### src/rtl/muldiv_if.sv
// Request/result bundle between the execute stage and the HI/LO mul/div sequencer.
interface muldiv_if #(
  parameter int unsigned WIDTH = 32
);
  logic             start;
  logic [1:0]       op;
  logic [WIDTH-1:0] a;
  logic [WIDTH-1:0] b;
  logic             cancel;
  logic             stall;
  logic             busy;
  logic             done;
  logic [WIDTH-1:0] hi;
  logic [WIDTH-1:0] lo;
  logic             div_zero;

  modport master (
    output start, op, a, b, cancel,
    input  stall, busy, done, hi, lo, div_zero
  );

  modport slave (
    input  start, op, a, b, cancel,
    output stall, busy, done, hi, lo, div_zero
  );
endinterface

### src/rtl/muldiv_ctrl.sv
// Iterative HI/LO multiply/divide sequencer (MULT, MULTU, DIV, DIVU).
// One shift-add or restoring-divide step per cycle, then a sign-fix cycle.
module muldiv_ctrl #(
  parameter int unsigned WIDTH = 32
) (
  input  logic    clk,
  input  logic    rst_n,
  muldiv_if.slave bus
);
  localparam int unsigned CW = $clog2(WIDTH);

  typedef enum logic [1:0] {S_IDLE, S_CALC, S_SIGN, S_DONE} state_e;

  state_e state_q, state_d;

  logic [CW-1:0]      cnt_q;
  logic               op_div_q;
  logic               neg_q;
  logic               asign_q;
  logic               dz_q;
  logic [WIDTH-1:0]   mcand_q;   // multiplicand |a| or divisor |b|
  logic [2*WIDTH-1:0] acc_q;     // {partial product, remaining multiplier}
  logic [WIDTH-1:0]   rem_q;
  logic [WIDTH-1:0]   quo_q;     // dividend bits shift out, quotient bits shift in
  logic [WIDTH-1:0]   hi_q;
  logic [WIDTH-1:0]   lo_q;

  logic               accept;
  logic               signed_op;
  logic               div_by_zero;
  logic               last_iter;
  logic [WIDTH-1:0]   a_abs;
  logic [WIDTH-1:0]   b_abs;

  logic [WIDTH:0]     mul_sum;
  logic [2*WIDTH-1:0] acc_next;
  logic [WIDTH:0]     shifted;
  logic [WIDTH:0]     diff;
  logic [WIDTH-1:0]   rem_next;
  logic [WIDTH-1:0]   quo_next;

  logic [2*WIDTH-1:0] prod_fix;
  logic [WIDTH-1:0]   quo_fix;
  logic [WIDTH-1:0]   rem_fix;
  logic [WIDTH-1:0]   hi_fix;
  logic [WIDTH-1:0]   lo_fix;

  logic               busy_o;
  logic               done_o;
  logic               stall_o;
  logic               dz_o;

  // Request decode and operand magnitudes
  always_comb begin
    accept      = bus.start & ~bus.cancel & ((state_q == S_IDLE) | (state_q == S_DONE));
    signed_op   = ~bus.op[0];
    div_by_zero = bus.op[1] & (bus.b == '0);
    last_iter   = (cnt_q == CW'(WIDTH - 1));
    a_abs       = (signed_op & bus.a[WIDTH-1]) ? -bus.a : bus.a;
    b_abs       = (signed_op & bus.b[WIDTH-1]) ? -bus.b : bus.b;
  end

  // One multiply step and one restoring-divide step per cycle
  always_comb begin
    mul_sum  = {1'b0, acc_q[2*WIDTH-1:WIDTH]} + {1'b0, (acc_q[0] ? mcand_q : '0)};
    acc_next = {mul_sum, acc_q[WIDTH-1:1]};
    shifted  = {rem_q, quo_q[WIDTH-1]};
    diff     = shifted - {1'b0, mcand_q};
    // Remainder stays below the divisor, so WIDTH bits always hold it
    rem_next = diff[WIDTH] ? shifted[WIDTH-1:0] : diff[WIDTH-1:0];
    quo_next = {quo_q[WIDTH-2:0], ~diff[WIDTH]};
  end

  // Sign fix applied to the unsigned iteration result
  always_comb begin
    prod_fix = neg_q ? -acc_q : acc_q;
    quo_fix  = neg_q ? -quo_q : quo_q;
    rem_fix  = asign_q ? -rem_q : rem_q;
    hi_fix   = op_div_q ? rem_fix : prod_fix[2*WIDTH-1:WIDTH];
    lo_fix   = op_div_q ? quo_fix : prod_fix[WIDTH-1:0];
  end

  // FSM state register
  always_ff @(posedge clk or negedge rst_n) begin
    if (!rst_n) state_q <= S_IDLE;
    else        state_q <= state_d;
  end

  // FSM next-state logic; cancel overrides everything
  always_comb begin
    state_d = state_q;
    unique case (state_q)
      S_IDLE, S_DONE: begin
        if (accept) state_d = div_by_zero ? S_DONE : S_CALC;
        else        state_d = S_IDLE;
      end
      S_CALC: begin
        if (bus.cancel)     state_d = S_IDLE;
        else if (last_iter) state_d = S_SIGN;
      end
      S_SIGN: state_d = bus.cancel ? S_IDLE : S_DONE;
      default: state_d = S_IDLE;
    endcase
  end

  // FSM outputs
  always_comb begin
    busy_o  = (state_q == S_CALC) | (state_q == S_SIGN);
    done_o  = (state_q == S_DONE);
    stall_o = accept | busy_o;
    dz_o    = done_o & dz_q;
  end

  assign bus.busy     = busy_o;
  assign bus.done     = done_o;
  assign bus.stall    = stall_o;
  assign bus.div_zero = dz_o;
  assign bus.hi       = hi_q;
  assign bus.lo       = lo_q;

  // Operand latch, iteration datapath and HI/LO result registers
  always_ff @(posedge clk or negedge rst_n) begin
    if (!rst_n) begin
      cnt_q    <= '0;
      op_div_q <= 1'b0;
      neg_q    <= 1'b0;
      asign_q  <= 1'b0;
      dz_q     <= 1'b0;
      mcand_q  <= '0;
      acc_q    <= '0;
      rem_q    <= '0;
      quo_q    <= '0;
      hi_q     <= '0;
      lo_q     <= '0;
    end else if (accept) begin
      cnt_q    <= '0;
      op_div_q <= bus.op[1];
      neg_q    <= signed_op & (bus.a[WIDTH-1] ^ bus.b[WIDTH-1]);
      asign_q  <= signed_op & bus.a[WIDTH-1];
      dz_q     <= div_by_zero;
      mcand_q  <= bus.op[1] ? b_abs : a_abs;
      acc_q    <= {{WIDTH{1'b0}}, b_abs};
      rem_q    <= '0;
      quo_q    <= a_abs;
      if (div_by_zero) begin
        hi_q <= bus.a;
        lo_q <= '1;
      end
    end else if (state_q == S_CALC) begin
      cnt_q <= cnt_q + 1'b1;
      acc_q <= acc_next;
      rem_q <= rem_next;
      quo_q <= quo_next;
    end else if ((state_q == S_SIGN) && !bus.cancel) begin
      hi_q <= hi_fix;
      lo_q <= lo_fix;
    end
  end
endmodule

### src/flat_wrapper.sv
// flat-port wrapper written by rule: the top's interface ports become plain ports
module muldiv_ctrl_flat 
#(
  parameter int unsigned WIDTH = 32
)
  (clk, rst_n, bus_start, bus_op, bus_a, bus_b, bus_cancel, bus_stall, bus_busy, bus_done, bus_hi, bus_lo, bus_div_zero);
  muldiv_if #(.WIDTH(WIDTH)) bus_i ();
  input  logic clk;
  input  logic rst_n;
  input wire logic [$bits(bus_i.start)-1:0] bus_start;
  input wire logic [$bits(bus_i.op)-1:0] bus_op;
  input wire logic [$bits(bus_i.a)-1:0] bus_a;
  input wire logic [$bits(bus_i.b)-1:0] bus_b;
  input wire logic [$bits(bus_i.cancel)-1:0] bus_cancel;
  output wire logic [$bits(bus_i.stall)-1:0] bus_stall;
  output wire logic [$bits(bus_i.busy)-1:0] bus_busy;
  output wire logic [$bits(bus_i.done)-1:0] bus_done;
  output wire logic [$bits(bus_i.hi)-1:0] bus_hi;
  output wire logic [$bits(bus_i.lo)-1:0] bus_lo;
  output wire logic [$bits(bus_i.div_zero)-1:0] bus_div_zero;
  assign bus_i.start = bus_start;
  assign bus_i.op = bus_op;
  assign bus_i.a = bus_a;
  assign bus_i.b = bus_b;
  assign bus_i.cancel = bus_cancel;
  assign bus_stall = bus_i.stall;
  assign bus_busy = bus_i.busy;
  assign bus_done = bus_i.done;
  assign bus_hi = bus_i.hi;
  assign bus_lo = bus_i.lo;
  assign bus_div_zero = bus_i.div_zero;
  muldiv_ctrl #(.WIDTH(WIDTH)) u_core (.clk(clk), .rst_n(rst_n), .bus(bus_i));
endmodule
### config.mk
export PLATFORM = sky130hd
export DESIGN_NAME = muldiv_ctrl_flat
export DESIGN_NICKNAME = d
export VERILOG_FILES = /design/src/rtl/muldiv_if.sv /design/src/rtl/muldiv_ctrl.sv /design/src/flat_wrapper.sv
export SDC_FILE = /design/constraint.sdc
export NUM_CORES = 1
export LEC_CHECK = 0
export CORE_UTILIZATION = 54
export CTS_BUF_LIST = sky130_fd_sc_hd__clkbuf_8
export DETAILED_ROUTE_END_ITERATION = 6
export GPL_ROUTABILITY_DRIVEN = 0
export MAX_ROUTING_LAYER = met4
export PLACE_DENSITY = 0.81
export SLEW_MARGIN = 15
export SYNTH_ARGS = -nofsm -noshare
export SYNTH_HDL_FRONTEND = slang
export SYNTH_SLANG_ARGS = --single-unit
### constraint.sdc
create_clock -name clk -period 3.3 [get_ports clk]
set_input_delay 0.33 -clock clk [delete_from_list [all_inputs] [get_ports clk]]
set_output_delay 0.33 -clock clk [all_outputs]
set_load 0.01 [all_outputs]
Word-level counts from Yosys, hierarchy flattened
Cells that the tools add are included.
Storage, ports and cells
  output and inout port bits: 68
  bits of input ports: 70
  flip-flop bits (word level): 235
Cells by class
  bitwise operators: 14
  reduce and logical (&&, ||, !) cells: 8
  mux-type cells: 32
  eq/ne operators: 7
  add/sub/neg operators: 8
Operators with widths (count)
  32-bit two-way mux: 21
  64-bit two-way mux: 3
  32-bit negation: 4
  64-bit negation: 1
  32-bit by 32-bit adder with 33-bit output: 1
  33-bit by 32-bit subtractor with 33-bit output: 1
  32-bit zero test: 1
  2-bit two-way mux: 5
  5-bit two-way mux: 2
  1-bit bitwise AND: 7
  2-bit one-hot mux with 3 select lines: 1
  5-bit by 1-bit adder with 5-bit output, second input constant: 1
  5-bit == test, second input constant: 1
  2-bit == test, second input constant: 2
  2-bit nonzero test: 2
  3-bit by 2-bit != test with 1-bit output, second input constant: 1
  1-bit NOT: 3
  1-bit bitwise OR: 3
  3-bit AND reduction: 1
  2-bit by 1-bit == test with 1-bit output, second input constant: 1
  2-bit zero test: 1
  2-bit by 1-bit != test with 1-bit output, second input constant: 1
  2-bit != test, second input constant: 1
  2-bit OR reduction: 1
  other kinds (3): 3

Longest topological paths before layout
  word-level depth: 6
  mapped depth: 15
  gate-level depth less buffers: 13

Worst setup path after synthesis
Ideal clock, no wire load.
  path kind: reg-to-reg
  from: reg u_core.quo_q[31]
  to: reg u_core.rem_q[18]
  library setup time: 0.124 ns
  path slack: -0.150 ns
  arrival: 3.326 ns
  stages on the path, launching flop included: 14
  path buffers: 1
  cells stage by stage: dfrtp_1 -> inv_1 -> ha_1 -> fa_1 -> nand2b_1 -> a211oi_1 -> o2111ai_1 -> a311oi_1 -> o22ai_1 -> o21ai_1 -> xnor2_1 -> buf_2 -> nor2_1 -> a211o_1
On the way
  word-level cells in the longest chain between the ends: 4
Ends and longest elaborated chain
  start, declared: RTL line muldiv_ctrl.sv:24  | logic [WIDTH-1:0] quo_q;
  start signal, assigned: RTL line muldiv_ctrl.sv:144  | quo_q <= a_abs;
  start signal, assigned: RTL line muldiv_ctrl.sv:153  | quo_q <= quo_next;
  33-bit by 32-bit subtractor with 33-bit output: RTL line muldiv_ctrl.sv:68  | diff = shifted - {1'b0, mcand_q};
  32-bit two-way mux: RTL line muldiv_ctrl.sv:70  | rem_next = diff[WIDTH] ? shifted[WIDTH-1:0] : diff[WIDTH-1:0];
  32-bit two-way mux: RTL line muldiv_ctrl.sv:149  | end else if (state_q == S_CALC) begin
  32-bit two-way mux: RTL line muldiv_ctrl.sv:135  | end else if (accept) begin
  end signal, assigned: RTL line muldiv_ctrl.sv:152  | rem_q <= rem_next;
  end, declared: RTL line muldiv_ctrl.sv:23  | logic [WIDTH-1:0] rem_q;
Every way passes these cells. The select of a mux whose other input is x is not followed.
A chain may end at the register's enable or synchronous reset.

Worst setup path in the final report
  from: reg u_core.mcand_q[0]
  to: reg u_core.rem_q[0]
On the way
  word-level cells in the longest chain between the ends: 4
Ends and longest elaborated chain
  start, declared: RTL line muldiv_ctrl.sv:21  | logic [WIDTH-1:0] mcand_q;
  start signal, assigned: RTL line muldiv_ctrl.sv:141  | mcand_q <= bus.op[1] ? b_abs : a_abs;
  33-bit by 32-bit subtractor with 33-bit output: RTL line muldiv_ctrl.sv:68
  32-bit two-way mux: RTL line muldiv_ctrl.sv:70
  32-bit two-way mux: RTL line muldiv_ctrl.sv:149
  32-bit two-way mux: RTL line muldiv_ctrl.sv:135
Every way passes these cells. The select of a mux whose other input is x is not followed.

==> summary.md <==
| Metric | Value |
|---|---|
| Reg-to-reg critical path endpoint | u_core.rem_q[0] |
| Commonest cells in the netlist | 235 x dfrtp_1, 229 x a21oi_1, 198 x o21ai_0 |
| Syn nets | 2380 |
| CP Buf/Inv Count | 2 |
| DRC | 0 |
| Crit. End Element | flop |
| Asr flop ratio synth | 1.00 |
| Count of cell types in the netlist | 77 |
| Antenna violations before repair | 0 |
| H-tree levels | 2 |
| Placeable Area | 0.0328 mm^2 |
| Synth Instances | 2234 |
| Placed Instance Area | 0.0208 mm^2 |
| Vias in the first global route | 17900 |
| Max transition margin | 0.413 |
| Fin crit share | 1.03 |
| Overall power | 24.7 mW |
| Share of cells above drive strength 1 | 0.112 |
| Clock tree buffer depth | 3 |
| Gr usage total | 0.371 |
| Reg-to-reg slack, setup | -0.11 ns |
| Worst setup SP type | flop |
| Final cell count without fillers | 2916 |
| Maximum fanout along the worst path | 5 |
| Most frequent cell after synthesis | dfrtp_1 |
| Synthesized area | 0.0181 mm^2 |
| Initial Utilization | 0.553 |
| First-pass GRT wire length | 96400 um |
| DP Cell Count | 2831 |
| Ys flop type | dfrtp_1 |
| Peak supply drop | 0.000735 V |
| Io pins | 138 |
| CTS tree | built |
| Reg2reg start | u_core.mcand_q[0] |
| Crit-path max cell delay | 0.42 ns |
| Sequential share of the synthesized area | 0.324 |
| Reg2Reg Depth | 13 |
| Worst-Skew Late Latency | 0.57 ns |
| Layout area overhead | 21.2% |
| PD cells | 1120 mW/mm^2 |
| Yosys Warn Count | 0 |
| TNS Setup | -0.597 ns |
| Yosys reg bits | 235 |
| Crit Path Class | reg2reg |
| Worst EP arrival | 3.84 ns |
| Area leader, netlist | dfrtp_1 |
| Worst path top cell family by delay | compound AO/OA/AOI/OAI gates |
| Max-cap violations | 0 |
| Initial drt markers | 2517 |
| Root Buffer | clkbuf_8 |
| Power Internal | 12.9 mW |
| Final Cell Area | 0.0220 mm^2 |
| Min Hold Slack | 0.362 ns |
| Final Slew Violations | 0 |
| Clock Power Share | 0.117 |
| Worst path slowest cell | dfrtp_1 |
| CTS Buf Count | 43 |
| Worst setup margin | -0.107 ns |
| Die X | 185 um |
| Vias | 18900 |
| Vias per cell | 6.48 |
| Post-DP HPWL | 46500 um |
| Synth area leaders | dfrtp_1 32%, a21oi_1 6.3%, xnor2_1 5.9% |
| Worst Hold Class | in2async |
| Violated checks | negative setup slack |
| Sequence of cells on the critical path | ha_4 > fa_2 > nand2b_4 > a211oi_4 > o2111ai_2 > a311oi_2 > o22ai_2 > o21ai_1 > buf_4 > xnor2_4 > clkbuf_16 > nor2_1 > o31ai_1 |
| Sequential share of power | 0.239 |
| Largest net degree at the start of global routing | 108 |
| FMAX | 294 MHz |
| Port Buf Inserts | 137 |
| Final antenna-violating net count | 0 |
| Die ar. | 0.0343 mm^2 |
| Routed WL | 62600 um |
| Yosys top cell area share | 0.324 |
| Avg Inst Size Synth | 8.12 um^2 |
| Comb pwr share | 0.644 |
| Leakage power total | 9.30 nW |
| Slew @ Worst Pin | 0.880 ns |
| Status | finished with violations |
| Final nets | 2589 |
| Final Hold Viols | 0 |
| Critical path required time | 3.73 ns |
| CTS sink count | 235 |
| Fill cells | 2647 |
| Router iterations before antenna repair | 6 |
| Final min period | 3.41 ns |
| Wire per inst | 21.5 um |
| EDFF count, synth | 0 |
| CTS clk-pin slew, worst paths | 0.06 ns |
| Die height | 185 um |
| Pre-CTS WS | -0.106 ns |
| Psw | 11.9 mW |
| Switch share | 0.480 |
| Rows | 66 |
| Worst Clk Skew | 0.0363 ns |
| Unrepaired setup endpoints after global routing | yes |
| Final core utilization | 0.671 |
| Final setup violation count | 20 |
| Levels on crit path | 13 |
| Grt total ovfl | 0 |
## layer usage
metal / vias up / wire length (um) / GRT usage
met5: - / 0 / -
met4: 0 / 3880 / 0.210
met3: 250 / 6530 / 0.0633
met2: 1169 / 27500 / 0.556
met1: 8981 / 24600 / 0.474
li1: 8497 / - / -
## power groups by stage
stage          combinational [mW]  clock, mW  sequential [mW]
4_1_cts                      15.0       2.88             5.79
5_1_grt                      17.3       3.03             6.01
2_1_floorplan                9.96          0             5.52
6_report                     15.9       2.90             5.91
3_3_place_gp                 14.4          0             5.75
3_5_place_dp                 14.9          0             5.81
## logic make-up (layout without fill, tap and decap cells)
| group | Yosys count | in the layout | share of synthesized area |
|---|---|---|---|
| flops | 235 | 235 | 0.324 |
| simple gates | 695 | 695 | 0.186 |
| compound gates | 714 | 714 | 0.239 |
| fa+ha+maj | 76 | 76 | 0.0532 |
| mux | 80 | 80 | 0.0450 |
| buf+inv | 208 | 446 | 0.0434 |
| other cells | 0 | 1 | 0 |
| xor+xnor | 226 | 227 | 0.109 |
## sequential cells by signal, summed over array words and instances (netlist names)
name,flops
u_core.dz_q,1
u_core.acc_q,64
u_core.rem_q,32
u_core.neg_q,1
u_core.quo_q,32
u_core.asign_q,1
u_core.state_q,2
u_core.bus.hi,32
u_core.cnt_q,5
u_core.op_div_q,1
u_core.mcand_q,32
u_core.bus.lo,32
## how the worst max path moves through the flow
stage	startpoint	endpoint	slack (ns)
floorplan	u_core.quo_q[31]	u_core.rem_q[18]	-0.03
global placement	u_core.quo_q[31]	u_core.rem_q[5]	-0.02
detailed placement	u_core.quo_q[31]	u_core.rem_q[10]	-0.11
CTS	u_core.acc_q[20]	u_core.bus.hi[23]	0.03
global route	u_core.mcand_q[0]	u_core.rem_q[0]	-0.20
finish	u_core.mcand_q[0]	u_core.rem_q[0]	-0.11
## placed cells by master, fill, tap and decap left out, types with 7 or more instances in the layout
cell type / n
inv_1: 86
xor2_1: 103
nor3b_1: 7
nor4_1: 17
mux2i_1: 76
and2_1: 12
and3_1: 20
ha_1: 70
a21oi_1: 228
clkdlybuf4s50_1: 136
o21a_1: 9
a21o_1: 29
a211oi_1: 57
or3_1: 31
nor2_1: 195
nor2b_1: 52
or2_2: 11
clkbuf_8: 51
a31oi_1: 12
nand2_1: 188
buf_4: 144
xnor2_1: 122
o21ai_1: 14
dfrtp_1: 233
o22ai_1: 15
o31ai_1: 43
o211ai_1: 16
nor3_1: 45
nand2b_1: 21
o41ai_1: 17
o221ai_1: 19
nand4_1: 18
nand3_1: 29
o21ai_0: 196
or4_1: 16
## layout make-up
class	count	area, um^2	area share
antenna	1	2.50	0.000114
timing repair buffer	296	2710	0.123
tap	442	553	0.0251
clock buffer	51	702	0.0319
sequential	235	5880	0.267
multi-input combinational	1792	11700	0.532
inverter	75	282	0.0128
clock inverter	24	164	0.00745
## timing repair
| action | in CTS | in global routing |
|---|---|---|
| setup buffers | 0 | 4 |
| endpoints found under the setup margin | 30 | 51 |
| resized for setup | 4 | 35 |
| gates cloned | 0 | 4 |
| endpoints found under the hold margin | 70 | 0 |
| hold buffers | 1 | 0 |
| pin swaps | 0 | 20 |
(Power assumes the default switching activity.)
